### src/rtl/mem_arbiter_if.sv
// Bus bundle between the mem_arbiter and its surroundings: the instruction
// fetch port, the load/store port and the request port of the byte-serial
// memory access unit. The arbiter connects through the slave modport; the
// environment (requesters plus access unit) uses the master modport.
interface mem_arbiter_if #(
   parameter int ADDR_W = 32
);
   // Instruction fetch port
   logic              if_valid;
   logic [ADDR_W-1:0] if_addr;
   logic              if_ready;
   logic [31:0]       if_data;

   // Load/store port
   logic              ls_valid;
   logic              ls_wr;
   logic [ADDR_W-1:0] ls_addr;
   logic [2:0]        ls_len;
   logic [31:0]       ls_data;
   logic              ls_ready;
   logic [31:0]       ls_data_out;

   // Access unit port
   logic              mu_valid;
   logic              mu_wr;
   logic [ADDR_W-1:0] mu_addr;
   logic [2:0]        mu_len;
   logic [31:0]       mu_data;
   logic              mu_ready;
   logic [31:0]       mu_data_out;

   modport slave (
      input  if_valid, if_addr,
      output if_ready, if_data,
      input  ls_valid, ls_wr, ls_addr, ls_len, ls_data,
      output ls_ready, ls_data_out,
      output mu_valid, mu_wr, mu_addr, mu_len, mu_data,
      input  mu_ready, mu_data_out
   );

   modport master (
      output if_valid, if_addr,
      input  if_ready, if_data,
      output ls_valid, ls_wr, ls_addr, ls_len, ls_data,
      input  ls_ready, ls_data_out,
      input  mu_valid, mu_wr, mu_addr, mu_len, mu_data,
      output mu_ready, mu_data_out
   );
endinterface

### src/rtl/mem_arbiter.sv
// mem_arbiter: grants the instruction fetch port or the load/store port to the
// byte-serial memory access unit, one transaction at a time. The granted
// request is latched and held on the mu_* fields until the next grant; the
// access unit's completion pulse and read data are routed back to the owner.
// A ROB flush aborts the transaction in flight without a completion pulse.
//
// Optional feature: define MEM_ARB_IO_STALL_EN to hold back stores to the
// UART window (ls_addr[17:16] == 2'b11) while io_buffer_full is high.
module mem_arbiter #(
   parameter int ADDR_W = 32
) (
   input  logic        clk_in,
   input  logic        rst_n_in,
   input  logic        rdy_in,
   input  logic        rob_clear,
   input  logic        io_buffer_full,
   mem_arbiter_if.slave bus
);

   typedef enum logic [1:0] {
      IDLE    = 2'd0,
      BUSY_IF = 2'd1,
      BUSY_LS = 2'd2
   } state_t;

   state_t            state_q;
   logic              lastOwner_q;
   logic              muWr_q;
   logic [ADDR_W-1:0] muAddr_q;
   logic [2:0]        muLen_q;
   logic [31:0]       muData_q;

   logic              lsStall;
   logic              ifEligible;
   logic              lsEligible;
   logic              grantIf;
   logic              grantLs;
   logic              completeOk;

`ifdef MEM_ARB_IO_STALL_EN
   assign lsStall = bus.ls_wr & io_buffer_full & (bus.ls_addr[17:16] == 2'b11);
`else
   logic unusedIoFull;
   assign unusedIoFull = io_buffer_full;
   assign lsStall      = 1'b0;
`endif

   assign ifEligible = bus.if_valid;
   assign lsEligible = bus.ls_valid & ~lsStall;

   // Arbitration: a lone eligible port wins; on a conflict the port that did
   // not own the previous grant wins (last owner 0 = IF, so LS goes first).
   always_comb begin
      grantLs = 1'b0;
      grantIf = 1'b0;
      if (lsEligible && (!ifEligible || !lastOwner_q)) begin
         grantLs = 1'b1;
      end else if (ifEligible) begin
         grantIf = 1'b1;
      end
   end

   // Arbiter FSM: grants in IDLE, latches the request fields, waits for the
   // access unit to complete, and drops back to IDLE on completion or flush.
   always_ff @(posedge clk_in or negedge rst_n_in) begin
      if (!rst_n_in) begin
         state_q     <= IDLE;
         lastOwner_q <= 1'b0;
         muWr_q      <= 1'b0;
         muAddr_q    <= '0;
         muLen_q     <= 3'b000;
         muData_q    <= 32'h0;
      end else if (rdy_in) begin
         if (rob_clear) begin
            state_q <= IDLE;
         end else begin
            case (state_q)
               IDLE: begin
                  if (grantLs) begin
                     state_q     <= BUSY_LS;
                     lastOwner_q <= 1'b1;
                     muWr_q      <= bus.ls_wr;
                     muAddr_q    <= bus.ls_addr;
                     muLen_q     <= bus.ls_len;
                     muData_q    <= bus.ls_data;
                  end else if (grantIf) begin
                     state_q     <= BUSY_IF;
                     lastOwner_q <= 1'b0;
                     muWr_q      <= 1'b0;
                     muAddr_q    <= bus.if_addr;
                     muLen_q     <= 3'b010;
                     muData_q    <= 32'h0;
                  end
               end
               BUSY_IF, BUSY_LS: begin
                  if (bus.mu_ready) begin
                     state_q <= IDLE;
                  end
               end
               default: begin
                  state_q <= IDLE;
               end
            endcase
         end
      end
   end

   // A completion only counts when the arbiter is enabled and no flush is
   // discarding it in the same cycle; otherwise the owner sees no pulse.
   assign completeOk = rdy_in & ~rob_clear & bus.mu_ready;

   // Dropping mu_valid in the completion cycle keeps the access unit from
   // restarting on the stale request before the FSM reaches IDLE.
   assign bus.mu_valid    = (state_q != IDLE) & ~bus.mu_ready;
   assign bus.mu_wr       = muWr_q;
   assign bus.mu_addr     = muAddr_q;
   assign bus.mu_len      = muLen_q;
   assign bus.mu_data     = muData_q;

   assign bus.if_ready    = completeOk & (state_q == BUSY_IF);
   assign bus.if_data     = bus.if_ready ? bus.mu_data_out : 32'h0;
   assign bus.ls_ready    = completeOk & (state_q == BUSY_LS);
   assign bus.ls_data_out = bus.ls_ready ? bus.mu_data_out : 32'h0;

endmodule

### src/flat_wrapper.sv
// flat-port wrapper written by rule: the top's interface ports become plain ports
module mem_arbiter_flat 
#(
   parameter int ADDR_W = 32
)
  (clk_in, rst_n_in, rdy_in, rob_clear, io_buffer_full, bus_if_valid, bus_if_addr, bus_if_ready, bus_if_data, bus_ls_valid, bus_ls_wr, bus_ls_addr, bus_ls_len, bus_ls_data, bus_ls_ready, bus_ls_data_out, bus_mu_valid, bus_mu_wr, bus_mu_addr, bus_mu_len, bus_mu_data, bus_mu_ready, bus_mu_data_out);
  mem_arbiter_if #(.ADDR_W(ADDR_W)) bus_i ();
  input  logic clk_in;
  input  logic rst_n_in;
  input  logic rdy_in;
  input  logic rob_clear;
  input  logic io_buffer_full;
  input wire logic [$bits(bus_i.if_valid)-1:0] bus_if_valid;
  input wire logic [$bits(bus_i.if_addr)-1:0] bus_if_addr;
  output wire logic [$bits(bus_i.if_ready)-1:0] bus_if_ready;
  output wire logic [$bits(bus_i.if_data)-1:0] bus_if_data;
  input wire logic [$bits(bus_i.ls_valid)-1:0] bus_ls_valid;
  input wire logic [$bits(bus_i.ls_wr)-1:0] bus_ls_wr;
  input wire logic [$bits(bus_i.ls_addr)-1:0] bus_ls_addr;
  input wire logic [$bits(bus_i.ls_len)-1:0] bus_ls_len;
  input wire logic [$bits(bus_i.ls_data)-1:0] bus_ls_data;
  output wire logic [$bits(bus_i.ls_ready)-1:0] bus_ls_ready;
  output wire logic [$bits(bus_i.ls_data_out)-1:0] bus_ls_data_out;
  output wire logic [$bits(bus_i.mu_valid)-1:0] bus_mu_valid;
  output wire logic [$bits(bus_i.mu_wr)-1:0] bus_mu_wr;
  output wire logic [$bits(bus_i.mu_addr)-1:0] bus_mu_addr;
  output wire logic [$bits(bus_i.mu_len)-1:0] bus_mu_len;
  output wire logic [$bits(bus_i.mu_data)-1:0] bus_mu_data;
  input wire logic [$bits(bus_i.mu_ready)-1:0] bus_mu_ready;
  input wire logic [$bits(bus_i.mu_data_out)-1:0] bus_mu_data_out;
  assign bus_i.if_valid = bus_if_valid;
  assign bus_i.if_addr = bus_if_addr;
  assign bus_if_ready = bus_i.if_ready;
  assign bus_if_data = bus_i.if_data;
  assign bus_i.ls_valid = bus_ls_valid;
  assign bus_i.ls_wr = bus_ls_wr;
  assign bus_i.ls_addr = bus_ls_addr;
  assign bus_i.ls_len = bus_ls_len;
  assign bus_i.ls_data = bus_ls_data;
  assign bus_ls_ready = bus_i.ls_ready;
  assign bus_ls_data_out = bus_i.ls_data_out;
  assign bus_mu_valid = bus_i.mu_valid;
  assign bus_mu_wr = bus_i.mu_wr;
  assign bus_mu_addr = bus_i.mu_addr;
  assign bus_mu_len = bus_i.mu_len;
  assign bus_mu_data = bus_i.mu_data;
  assign bus_i.mu_ready = bus_mu_ready;
  assign bus_i.mu_data_out = bus_mu_data_out;
  mem_arbiter #(.ADDR_W(ADDR_W)) u_core (.clk_in(clk_in), .rst_n_in(rst_n_in), .rdy_in(rdy_in), .rob_clear(rob_clear), .io_buffer_full(io_buffer_full), .bus(bus_i));
endmodule
### config.mk
export PLATFORM = sky130hd
export DESIGN_NAME = mem_arbiter_flat
export DESIGN_NICKNAME = d
export VERILOG_FILES = /design/src/rtl/mem_arbiter_if.sv /design/src/rtl/mem_arbiter.sv /design/src/flat_wrapper.sv
export SDC_FILE = /design/constraint.sdc
export NUM_CORES = 1
export LEC_CHECK = 0
export ABC_AREA = 1
export BUFFER_PORTS_ARGS = -buffer_cell sky130_fd_sc_hd__buf_2
export CORE_AREA = 5 5 102 104
export CTS_BUF_LIST = sky130_fd_sc_hd__clkbuf_4 sky130_fd_sc_hd__clkbuf_8
export DETAILED_ROUTE_END_ITERATION = 10
export DIE_AREA = 0 0 107 109
export GPL_TIMING_DRIVEN = 0
export PLACE_DENSITY = 0.79
export SYNTH_ARGS = -nofsm -noshare
export SYNTH_HDL_FRONTEND = slang
export SYNTH_SLANG_ARGS = --single-unit
### constraint.sdc
create_clock -name clk_in -period 1.7 [get_ports clk_in]
set_clock_uncertainty 0.15 [all_clocks]
set_input_delay 0.17 -clock clk_in [delete_from_list [all_inputs] [get_ports clk_in]]
set_output_delay 0.17 -clock clk_in [all_outputs]
set_load 0.05 [all_outputs]
==> results_dict.tcl, run 1 <==
set metrics [dict create \
    grt_max_degree 72 \
    vias_per_cell 4.84 \
    drive_gt1_share_pct 42.7 \
    die_h_um 109 \
    synth-edff-count 0 \
    holdPathEnd "u_core.bus.mu_addr[21]" \
    timing.rr.end "u_core.bus.mu_data[27]" \
    ant_nets 0 \
    syn_inst 530 \
    max_cap_violations 0 \
    core_area_um2 9460 \
    synth.distinct_cells 19 \
    clk_path_buf_depth 2 \
    p_per_area_nw_per_um2 1160 \
    grt.met3_usage_pct 8.17 \
    synthFlopType "dfrtp_1" \
    h-tree-depth 3 \
    grt.busiest_layer "met2" \
    drcViolationCount 0 \
    gr-total-overflow 0 \
    r2r-start "u_core.state_q[0]" \
    routabilityCongestion 0.832 \
    cp-end-kind "output port" \
    yosys.area.top_type "dfrtp_1" \
    synthArstFlopShare_pct 100 \
    cpPeakStageDelay_ns 0.40 \
    path_class "reg -> out" \
    start_kind "flip-flop" \
    cp_slowest_cell "dfrtp_1" \
    cts.clk_slew.worst_paths_ns 0.08 \
    synth_area_leaders "dfrtp_1 49%, nand2_1 31%, nor2_1 7.0%" \
    synth_top_area_share_pct 48.7 \
    dp_hpwl_um 10600 \
    io_pins 275 \
    p_total_mw 8.58 \
    antenna_found_initial 4 \
    fmax_mhz 491 \
    die_width_um 107 \
    fin_nets 1061 \
    rows 36 \
    rsz0062_at_grt "yes" \
    grt_pass1_vias 5178 \
    timing.final.ws_setup_ns -0.338 \
    tightest_slew_ns 0.911 \
    start_util_pct 38.6 \
    final.min_clock_period_ns 2.04 \
    utilization_pct 78.3 \
    routed_wl_um 17800 \
    grt_usage_pct 28.2 \
    syn_area_um2 3650 \
    drt_first_pass_iters 7 \
    hold_depth 5 \
    clk_latency_ns 0.33 \
    hold_violations 0 \
    dp_slack_ns -0.341 \
    arrival_ns 1.72 \
    cp_max_fo 10 \
    dieArea_um2 11700 \
    crit_top_cell "buf_6" \
    p_leak_nw 4.23 \
    critPathLaunch "u_core.state_q[1]" \
    wl_per_cell_um 17.1 \
    synth_nets 673 \
    violations "negative setup slack" \
    rr_worst_depth 10 \
    fin_crit_sh_pct 120 \
    ys_seq_area_share_pct 48.7 \
    cp_cell_sequence "inv_1, ha_1, nand4_1, buf_6, clkbuf_16, nor2_2, buf_6" \
    vdd_drop_max_v 0.000988 \
    io_buffers 273 \
    gr-usage-met2_pct 51.1 \
    met1_usage_pct 28.2 \
    synth_common_cells "306 x nand2_1, 71 x dfrtp_1, 68 x nor2_1" \
    cts_tree "yes" \
    hold_class "in -> reg" \
    numCtsBuffers 9 \
    cts-root-buf "clkbuf_8" \
    first_iter_violations 246 \
    synth.avg_cell_area_um2 6.88 \
    yosysMostFrequentCell "nand2_1" \
    critPathRequiredTime_ns 1.38 \
    setup_viol 135 \
    yosysWarnings 0 \
    nFillCells 585 \
    status "complete, but fails checks" \
    areaGrowthSynthToFinish_pct 103 \
    vias 5032 \
    slew_headroom_pct 39.2 \
    r2r_slack_ns -0.17 \
    synth-seq-cells 71 \
    min_from "bus_if_addr[21]" \
    cts.sinks 71 \
    grt_pass1_wl_um 25500 \
    slew_violations 0 \
]
worst max path at each step:
stage,end,slack (ns),cells after the start
after floorplan,bus_if_data[0],-0.15,5
after global placement,bus_ls_data_out[24],-0.30,6
after detailed placement,bus_if_data[10],-0.34,6
after CTS,bus_ls_data_out[14],-0.32,7
after global routing,bus_if_data[30],-0.42,7
final,bus_if_data[30],-0.34,7
registers in the layout (all words and copies together) (netlist names):
register / flops
u_core.bus.mu_len: 3
u_core.bus.mu_wr: 1
u_core.lastOwner_q: 1
u_core.bus.mu_addr: 32
u_core.state_q: 2
u_core.bus.mu_data: 32
where the power goes:
part / total (mW) / internal [mW] / switching [mW]
Combinational: 4.58 / 1.17 / 3.42
Clock: 1.36 / 0.702 / 0.663
Sequential: 2.63 / 2.28 / 0.343
critical path, delay by kind of cell, from the launching register on:
kind	cells	cell delay, ns
adders and majority gates	1	0.15
buffers and inverters	4	0.59
DFF	1	0.40
and+or+nand+nor	2	0.23
what timing repair did:
action / 4_1_cts / 5_1_grt
hold buffers: 95 / 0
pin swaps: 3 / 4
cloned: 1 / 2
endpoints found under the hold margin: 139 / 0
setup endpoints to repair: 78 / 136
setup buffers: 6 / 0
resized for setup: 167 / 40
cell families (layout without fill, tap and decap cells):
family                   count (synthesis)  count (layout)  share of synthesized area, %
adder cells (fa/ha/maj)                  3               3                          1.03
AO/OA/AOI/OAI                            5               5                          1.06
other                                    0               3                             0
AND/OR/NAND/NOR                        382             382                          40.4
flip-flops                              71              71                          48.7
buffers and inverters                   69             462                          8.75
placed cells by master, fill, tap and decap left out, types with 2 or more instances in the layout:
master / n
nor2_4: 39
a21oi_1: 2
dfrtp_1: 71
nor2_1: 6
nand4_1: 2
buf_4: 16
inv_6: 2
clkbuf_8: 10
dlygate4sd3_1: 95
buf_8: 21
clkbuf_16: 5
diode_2: 3
nand3_1: 3
clkinvlp_4: 2
inv_1: 39
inv_2: 3
buf_6: 55
ha_1: 3
buf_2: 209
nand2_1: 306
nor2_2: 23
layer usage:
layer	up-vias	wire length (um)
li1	2328	-
met1	2284	6220
met2	332	9090
met3	86	1460
met4	2	995
met5	-	13
layout make-up:
cell class	count	area (um^2)	share of cell area, %
inverter	43	164	2.21
clock inverter	6	67.6	0.913
multi-input combinational	390	1900	25.7
clock buffer	10	131	1.77
buffer	26	294	3.97
sequential	71	1780	24.0
tap	114	143	1.93
timing repair buffer	377	2920	39.4
antenna	3	7.51	0.101
through the flow:
step                instances  TNS [ns]  instance area (um^2)  hold WS (ns)
floorplan                 530     -5.64                  3920        -0.276
global placement          917    -21.26                  5430         0.221
detailed placement        917    -16.09                  5430         0.207
CTS                      1035    -21.03                  7200       0.00182
global route             1040    -35.07                  7400        0.0193
finish                   1040    -21.94                  7400        0.0202
Note: power is estimated with default switching activity, not from simulation.
==> run 2, diff against run 1 <==
ABC_AREA = unset   (was 1)
CORE_AREA = 5 5 105 107   (was 5 5 102 104)
DIE_AREA = 0 0 110 112   (was 0 0 107 109)
PLACE_DENSITY = 0.73   (was 0.79)
==> run 2 against run 1 <==
Net effect:
- the flow still finishes with violations (negative setup slack)
- worst hold slack better by 0.0036 ns
- critical path type unchanged
- combinational power rose by 3%
- global-route usage decreased by 4.7 points
- largest cell class unchanged
- highest routed layer unchanged
- core utilization is 8.8 points lower
- register-to-register slack lost 0.16 ns
- critical endpoint is now bus_ls_data_out[22]
==> results_dict.tcl, run 2 <==
set metrics [dict create \
    nFillCells 685 \
    io_buffers 273 \
    drt_first_pass_iters 4 \
    die_width_um 110 \
    violations "negative setup slack" \
    p_leak_nw 3.58 \
    die_h_um 112 \
    max_cap_violations 0 \
    path_class "reg -> out" \
    cts-root-buf "clkbuf_8" \
    fin_nets 772 \
    antenna_found_initial 2 \
    routabilityCongestion 0.829 \
    p_per_area_nw_per_um2 1270 \
    fmax_mhz 488 \
    grt_pass1_vias 4228 \
    vias_per_cell 4.82 \
    ys_seq_area_share_pct 50.6 \
    start_kind "flip-flop" \
    cp_max_fo 10 \
    cts.sinks 71 \
    p_clk_share_pct 17.1 \
    dieArea_um2 12300 \
    synth-seq-cells 71 \
    synth.avg_cell_area_um2 12.6 \
    setup.worst_path.end "bus_ls_data_out[22]" \
    start_util_pct 35.0 \
    synth_nets 422 \
    final.min_clock_period_ns 2.05 \
    layout_common_cells "205 x buf_2, 71 x dfrtp_1, 62 x mux2_2, 46 x buf_8, 37 x dlygate4sd3_1" \
    tightest_slew_ns 0.903 \
    slew_headroom_pct 39.8 \
    vdd_drop_max_v 0.00106 \
    synth-edff-count 0 \
    vias 3713 \
    r2r_slack_ns -0.33 \
    io_pins 275 \
    yosys.area.top_type "dfrtp_1" \
    clk_latency_ns 0.34 \
    grt_pass1_wl_um 21900 \
    intPower_mw 4.68 \
    yosysMostFrequentCell "dfrtp_1" \
    fin_crit_sh_pct 120 \
    core_area_um2 10000 \
    p_sw_mw 4.20 \
    r2r-start "u_core.state_q[0]" \
    comb_power_share_pct 53.0 \
    h-tree-depth 3 \
    setup_viol 137 \
    synth.distinct_cells 24 \
    clk_path_buf_depth 2 \
    multiInputGateArea_um2 1760 \
    p_total_mw 8.88 \
    critPathLaunch "u_core.state_q[0]" \
    synth_area_leaders "dfrtp_1 51%, mux2_2 21%, and2_1 12%" \
    timing.rr.end "u_core.bus.mu_data[13]" \
    grt_usage_pct 23.5 \
    final_common_cell "buf_2" \
    rr_worst_depth 8 \
    regArea_um2 1780 \
    gr-total-overflow 0 \
    wl_per_cell_um 19.8 \
    drive_gt1_share_pct 75.1 \
    status "complete, but fails checks" \
    critPathRequiredTime_ns 1.38 \
    pwr-share-seq_pct 29.9 \
    cts_tree "yes" \
    ant_nets 0 \
    yosysWarnings 0 \
    synth_common_cells "71 x dfrtp_1, 65 x and2_1, 64 x mux2_2" \
    rows 37 \
    timing.final.ws_setup_ns -0.347 \
    routed_wl_um 15200 \
    rsz0062_at_grt "yes" \
    grt_max_degree 72 \
    synthArstFlopShare_pct 100 \
    cts.clk_slew.worst_paths_ns 0.08 \
    utilization_pct 69.5 \
    areaGrowthSynthToFinish_pct 98.6 \
    syn_area_um2 3510 \
    arrival_ns 1.73 \
    synthFlopType "dfrtp_1" \
    cp-end-kind "output port" \
    dp_hpwl_um 9850 \
    numCtsBuffers 9 \
    synth_top_area_share_pct 50.6 \
    slew_violations 0 \
    drcViolationCount 0 \
    hold_class "in -> reg" \
    swShare_pct 47.3 \
    first_iter_violations 140 \
    hold_violations 0 \
    syn_inst 279 \
]
-- run 2: changes by cell type in the layout (fill, tap and decap cells not counted), sizes merged, moves of 3 or more --
cell	before	now
nand3	4	0
clkinv	1	4
nor2	69	1
dlygate4sd3	95	37
inv	45	6
a22o	0	35
nand2	307	0
mux2	0	64
buf	302	314
and2	0	65
and3	0	3
-- run 2: worst min-delay path by stage --
stage          cells after the start       startpoint                      to
6_report                           3  bus_if_addr[23]  u_core.bus.mu_addr[23]
5_1_grt                            3  bus_if_addr[28]  u_core.bus.mu_addr[28]
3_3_place_gp                       2  bus_ls_data[17]  u_core.bus.mu_data[17]
3_5_place_dp                       1         rst_n_in   u_core.bus.mu_addr[1]
4_1_cts                            3  bus_if_addr[29]  u_core.bus.mu_addr[29]
2_1_floorplan                      0         rst_n_in   u_core.bus.mu_addr[0]
-- run 2: final cells by class --
class                      instances  area share, %
clock inverter                     7           1.38
tap                              136           2.44
buffer                            19           3.75
inverter                           5          0.269
antenna                            1         0.0359
sequential                        71           25.5
timing repair buffer             340           39.6
clock buffer                       9           1.78
multi-input combinational        183           25.2
-- run 2: cells by family (layout without fill, tap and decap cells) --
| group | count (synthesis) | count (layout) | synth area share, % |
|---|---|---|---|
| buffers and inverters | 25 | 380 | 3.92 |
| AOI/OAI and AO/OA | 43 | 43 | 10.9 |
| other | 0 | 1 | 0 |
| DFF | 71 | 71 | 50.6 |
| and+or+nand+nor | 73 | 73 | 13.0 |
| adders and majority gates | 3 | 3 | 1.07 |
| muxes | 64 | 64 | 20.5 |
-- run 2: critical path, cell delays in order, from the launching register on --
cell and delay (ns):
dfrtp_1 0.42, inv_2 0.08, ha_1 0.13, and3_4 0.23, clkbuf_8 0.19, and2_2 0.18, buf_8 0.15
-- run 2: metrics by stage --
step / setup slack [ns] / area, um^2 / setup TNS (ns) / hold slack [ns] / std cells
after CTS: -0.328 / 6790 / -31.67 / 0.0116 / 766
after detailed placement: -0.353 / 5160 / -29.73 / 0.194 / 688
after global placement: -0.295 / 5160 / -25.33 / 0.238 / 688
after global routing: -0.410 / 6980 / -41.25 / 0.0228 / 771
after floorplan: -0.0471 / 3620 / -1.07 / -0.276 / 279
final: -0.347 / 6980 / -33.31 / 0.0238 / 771
-- run 2: power by group through the flow --
stage                     clock network (mW)  logic (mW)  registers (mW)
after floorplan                            0       0.994            4.79
after global placement                     0        4.22            2.62
after detailed placement                   0        4.28            2.64
after CTS                               1.53        4.65            2.63
after global routing                    1.62        4.90            2.73
final                                   1.52        4.71            2.65
-- run 2: timing repair --
item / 4_1_cts / 5_1_grt
hold endpoints to repair: 107 / 0
cloned: 8 / 1
hold buffers: 37 / 0
setup buffers: 17 / 4
endpoints found under the setup margin: 137 / 137
gates resized for setup: 211 / 54
pin swaps: 8 / 6
-- run 2: metal layers --
metal | up-vias | share of wire (%) | track usage (%)
met1 | 1769 | 33 | 22.1
met2 | 221 | 52 | 43.8
met4 | 2 | 4.8 | 13.3
li1 | 1675 | - | -
met3 | 46 | 10 | 7.13
met5 | - | 0.085 | 0
